File: src/rtl/imem_loader_pkg.sv
// Shared types and constants for the boot-time instruction memory loader.
package imem_loader_pkg;

    localparam int IMEM_BYTES_DEFAULT = 32;

    typedef enum logic [2:0] {
        LDR_IDLE,
        LDR_LOAD,
        LDR_CHECK,
        LDR_RUN,
        LDR_ERROR
    } ldr_state_e;

endpackage

File: src/rtl/imem_checksum.sv
// 8-bit modular byte accumulator with a zero-result flag; used only when
// the loader is built with IMEM_LOADER_CHECKSUM_EN.
module imem_checksum (
    input  logic       clk,
    input  logic       rst_n,
    input  logic       clear,
    input  logic       strobe,
    input  logic [7:0] data,
    output logic       zero
);

    logic [7:0] acc;

    // NOTE: sequential state uses non-blocking assignments so every register
    // samples pre-edge values, independent of process evaluation order.
    always_ff @(posedge clk or negedge rst_n) begin
        if (!rst_n) begin
            acc <= '0;
        end else if (clear) begin
            acc <= '0;
        end else if (strobe) begin
            acc <= acc + data;
        end
    end

    assign zero = (acc == 8'h00);

endmodule

File: src/rtl/imem_loader.sv
// Streams a boot image into instruction memory and holds the processor until
// the image is committed. Define IMEM_LOADER_CHECKSUM_EN to require a trailing
// checksum byte that must bring the modulo-256 byte sum to zero.
module imem_loader
    import imem_loader_pkg::*;
#(
    parameter  int MEM_BYTES = IMEM_BYTES_DEFAULT,
    localparam int ADDR_W    = $clog2(MEM_BYTES)
) (
    input  logic              clk,
    input  logic              rst_n,
    input  logic              start,
    input  logic              in_valid,
    input  logic [7:0]        in_data,
    output logic              in_ready,
    output logic              wr_en,
    output logic [ADDR_W-1:0] wr_addr,
    output logic [7:0]        wr_data,
    output logic              busy,
    output logic              run,
    output logic              err
);

    localparam logic [ADDR_W-1:0] LAST_ADDR = ADDR_W'(MEM_BYTES - 1);

    ldr_state_e        state, next_state;
    logic [ADDR_W-1:0] cnt;
    logic              accept;
    logic              restart;
    logic              in_ready_d;

    assign accept  = in_valid && in_ready;
    assign restart = start && (state == LDR_IDLE || state == LDR_RUN || state == LDR_ERROR);
    assign busy    = (state == LDR_LOAD) || (state == LDR_CHECK);

`ifdef IMEM_LOADER_CHECKSUM_EN
    logic check_done;
    logic sum_zero;

    imem_checksum u_checksum (
        .clk    (clk),
        .rst_n  (rst_n),
        .clear  (restart),
        .strobe (accept),
        .data   (in_data),
        .zero   (sum_zero)
    );
`endif

    // NOTE: every output of this block gets a default first, so no path through
    // the case statement can leave a signal unassigned and infer a latch.
    always_comb begin
        next_state = state;
        in_ready_d = 1'b0;
        unique case (state)
            LDR_IDLE, LDR_RUN, LDR_ERROR: begin
                if (start) next_state = LDR_LOAD;
            end
            LDR_LOAD: begin
`ifdef IMEM_LOADER_CHECKSUM_EN
                if (accept && cnt == LAST_ADDR) next_state = LDR_CHECK;
`else
                if (accept && cnt == LAST_ADDR) next_state = LDR_RUN;
`endif
            end
`ifdef IMEM_LOADER_CHECKSUM_EN
            LDR_CHECK: begin
                // The sum includes the check byte only one edge after it is accepted.
                if (check_done) next_state = sum_zero ? LDR_RUN : LDR_ERROR;
            end
`endif
            default: next_state = LDR_IDLE;
        endcase

`ifdef IMEM_LOADER_CHECKSUM_EN
        in_ready_d = (next_state == LDR_LOAD) ||
                     (next_state == LDR_CHECK &&
                      !(check_done || (state == LDR_CHECK && accept)));
`else
        in_ready_d = (next_state == LDR_LOAD);
`endif
    end

    always_ff @(posedge clk or negedge rst_n) begin
        if (!rst_n) begin
            state    <= LDR_IDLE;
            cnt      <= '0;
            in_ready <= 1'b0;
            wr_en    <= 1'b0;
            wr_addr  <= '0;
            wr_data  <= '0;
            run      <= 1'b0;
        end else begin
            state    <= next_state;
            in_ready <= in_ready_d;
            wr_en    <= accept && (state == LDR_LOAD);
            // Holding run low on the entry edge delays release until the last byte commits.
            run      <= (state == LDR_RUN) && (next_state == LDR_RUN);
            if (restart) begin
                cnt <= '0;
            end else if (accept && state == LDR_LOAD) begin
                wr_addr <= cnt;
                wr_data <= in_data;
                cnt     <= cnt + 1'b1;
            end
        end
    end

`ifdef IMEM_LOADER_CHECKSUM_EN
    always_ff @(posedge clk or negedge rst_n) begin
        if (!rst_n) begin
            check_done <= 1'b0;
            err        <= 1'b0;
        end else begin
            err <= (next_state == LDR_ERROR);
            if (restart) begin
                check_done <= 1'b0;
            end else if (accept && state == LDR_CHECK) begin
                check_done <= 1'b1;
            end
        end
    end
`else
    assign err = 1'b0;
`endif

endmodule
File: config.mk
export PLATFORM = sky130hd
export DESIGN_NAME = imem_loader
export DESIGN_NICKNAME = d
export VERILOG_FILES = /design/src/rtl/imem_loader_pkg.sv /design/src/rtl/imem_checksum.sv /design/src/rtl/imem_loader.sv
export SDC_FILE = /design/constraint.sdc
export NUM_CORES = 1
export LEC_CHECK = 0
export CAP_MARGIN = 20
export CORE_UTILIZATION = 48
export CTS_CLUSTER_SIZE = 8
export DETAILED_ROUTE_END_ITERATION = 16
export GPL_TIMING_DRIVEN = 0
export PLACE_DENSITY = 0.93
export SETUP_SLACK_MARGIN = 0.2
export SLEW_MARGIN = 15
export SYNTH_ARGS = -nofsm -noshare
export SYNTH_HDL_FRONTEND = slang
export SYNTH_SLANG_ARGS = --single-unit
File: constraint.sdc
create_clock -name clk -period 3.9 [get_ports clk]
set_input_delay 0.78 -clock clk [delete_from_list [all_inputs] [get_ports clk]]
set_output_delay 0.78 -clock clk [all_outputs]
set_load 0.02 [all_outputs]
==> flow_summary.toml <==
[detailed_routing]
drc = 0
num_vias = 676
drt_iter0_drc = 13
drt_wl_total_microns = 1830
drt-wirelength-per-cell_microns = 14.0
vias_per_cell = 5.16
drt_first_pass_iters = 4
ant_nets = 0

[critical_path]
critPathLaunchType = "register"
regToRegStartpoint = "state[2]"
rr_endpoint = "wr_addr[4]"
crit_type = "reg2out"
critPathRequiredTime_ns = 3.12
end_kind = "output port"
r2r.worst_path.cells = 6
worstPathArrival_ns = 1.65
reg2reg_slack_ns = 2.06
crit_path_start = "state[1]"
cp_max_fo = 6

[timing]
max_freq_mhz = 412
fin_crit_ns = 2.43
rsz0062_at_grt = "false"
fin_crit_sh_pct = 62.2
skew_ns = 0.00361
tns_ns = 0
drv_slew = 0
hold_violations = 0
maxSlewHeadroom_pct = 65.1
worst_pin_slew_ns = 0.524
setup_viol = 0

[pwr]
leakage_nw = 0.602
power.density_nw_per_um2 = 484
ir_drop_mv = 0.310

[grt]
grt_first_pass_wirelength_microns = 2980
antenna_found_initial = 0
grt_pass1_vias = 708
grt_usage_pct = 19.6
grt_max_degree = 25
grt_overflow = 0

[clock_network]
ctsResizeCount = 0
clk_latency_ns = 0.32
post_cts_buffers = 0
holdBufCountCts = 0
root_buffer = "clkbuf_4"
cts_buffers = 3
cts_sinks = 24
cts_tree = "built"
clockBufferDepth = 2
cts.clk_slew.worst_paths_ns = 0.13
htree_levels = 1

[die]
dieArea_sq_um = 2260
row_count = 16
core_region_area_sq_um = 1960
die_w_microns = 47.5
initial_core_util_pct = 50.6
ios = 30
die_h_microns = 47.5

[synth]
ys_async_sr_fraction_pct = 100
syn_inst = 72
synth_edf_count = 0
synth_flop_cell = "dfrtp_1"
syn_area_sq_um = 993
ys.warnings.count = 0
yosys.area.top_type = "dfrtp_1"
synth_area_leaders = "dfrtp_1 (60%), mux2_2 (16%), ha_1 (2.5%), buf_6 (2.3%), nand2_1 (1.9%)"
syn_avg_cell_area_sq_um = 13.8
yosys-top-cells-count = "dfrtp_1 (24), mux2_2 (14), nand2_1 (5)"
syn-num-nets = 86
synth-seq-area-share_pct = 60.5
yosysMostFrequentCell = "dfrtp_1"
ys_types = 24
synth_top_area_share_pct = 60.5
synth.ff_latch_count = 24

[placed_design]
hpwlAfterDp_microns = 1370
place.gp.congestion = 0.699
portBuffers = 28
placedInstanceArea_sq_um = 1310
post-place-cells = 127

[final_layout]
final_area_sq_um = 1340
drive_gt1_share_pct = 24.0
syn_to_final_growth_pct = 34.8
final_cells = 131
antenna_cells = 0
fill_cells = 173
nets = 119

[min_path]
hold_class = "in2async"

[run]
maxCapViolCount = 0

[run_status]
outcome = "finished clean"
[sequential cells by signal (all words and copies together) (netlist names)]
signal	cells
cnt	5
wr_en	1
wr_data	8
in_ready	1
run	1
wr_addr	5
state	3
[final cells by class]
cell class	instances	area [sq um]	share of cell area [%]
multi-input cells	44	357	26.6
plain buffers	3	30.0	2.24
repair buffers	28	275	20.6
flip-flops and latches	24	601	44.9
inverters	1	6.26	0.467
well taps	27	33.8	2.52
clock buffers	4	36.3	2.71
[metrics by stage]
stage / power [W] / utilization [%] / setup WS, ns / hold WS [ns]
global placement: 0.000513 / 66.6 / 1.46 / 0.488
finish: 0.000648 / 68.2 / 1.47 / 0.415
CTS: 0.000653 / 68.5 / 1.47 / 0.526
global route: 0.000682 / 68.2 / 1.39 / 0.457
detailed placement: 0.000525 / 66.6 / 1.41 / 0.497
floorplan: 0.000433 / - / 1.98 / 0.484
[how the worst max path moves through the flow]
stage	cells past startpoint	slack [ns]	endpoint
3_5_place_dp	7	1.41	wr_addr[4]
4_1_cts	3	1.47	busy
6_report	3	1.47	busy
5_1_grt	3	1.39	busy
2_1_floorplan	6	1.98	wr_data[6]
3_3_place_gp	7	1.46	wr_data[6]
[worst max-delay path, stage by stage (launching register included)]
cell and delay [ns]:
dfrtp_1 0.46, xnor2_1 0.16, nor2_1 0.11, clkdlybuf4s50_1 0.61
[layer usage]
metal  global-route usage [%]  part of all wire [%]
met5                        0                     0
met4                     8.57                   1.6
met3                     4.15                   6.3
met2                     33.7                    51
met1                     23.9                    41
[layout by cell type (no fill, tap or decap)]
cell type / instances
nor2b_1: 2
a21o_1: 2
nor4b_1: 1
or3_1: 1
and3_4: 1
mux2_2: 14
nor3b_1: 1
a221oi_1: 1
buf_6: 2
buf_2: 1
nand2b_1: 1
clkbuf_8: 1
and3_1: 1
a221o_1: 1
a21oi_1: 1
inv_4: 1
ha_1: 2
buf_4: 1
a22o_1: 2
nor2_1: 3
clkbuf_4: 3
dfrtp_1: 24
or2_2: 1
clkdlybuf4s50_1: 27
nand3_1: 2
nand2_1: 5
conb_1: 1
xnor2_1: 1
[report_power, final]
part / internal (W) / switching [W] / total, W
registers: 0.000294 / 0.0000356 / 0.000330
clock network: 0.0000571 / 0.0000732 / 0.000130
logic: 0.000107 / 0.0000812 / 0.000188
[cell families after synthesis]
| family | Yosys count | synth area share [%] |
|---|---|---|
| other cells | 1 | 0.377 |
| mux | 14 | 15.9 |
| flops | 24 | 60.5 |
| buf+inv | 4 | 3.65 |
| fa+ha+maj | 2 | 2.52 |
| xor+xnor | 1 | 0.882 |
| compound gates | 7 | 5.67 |
| simple gates | 19 | 10.6 |
Power figures use the tool's default switching activity.
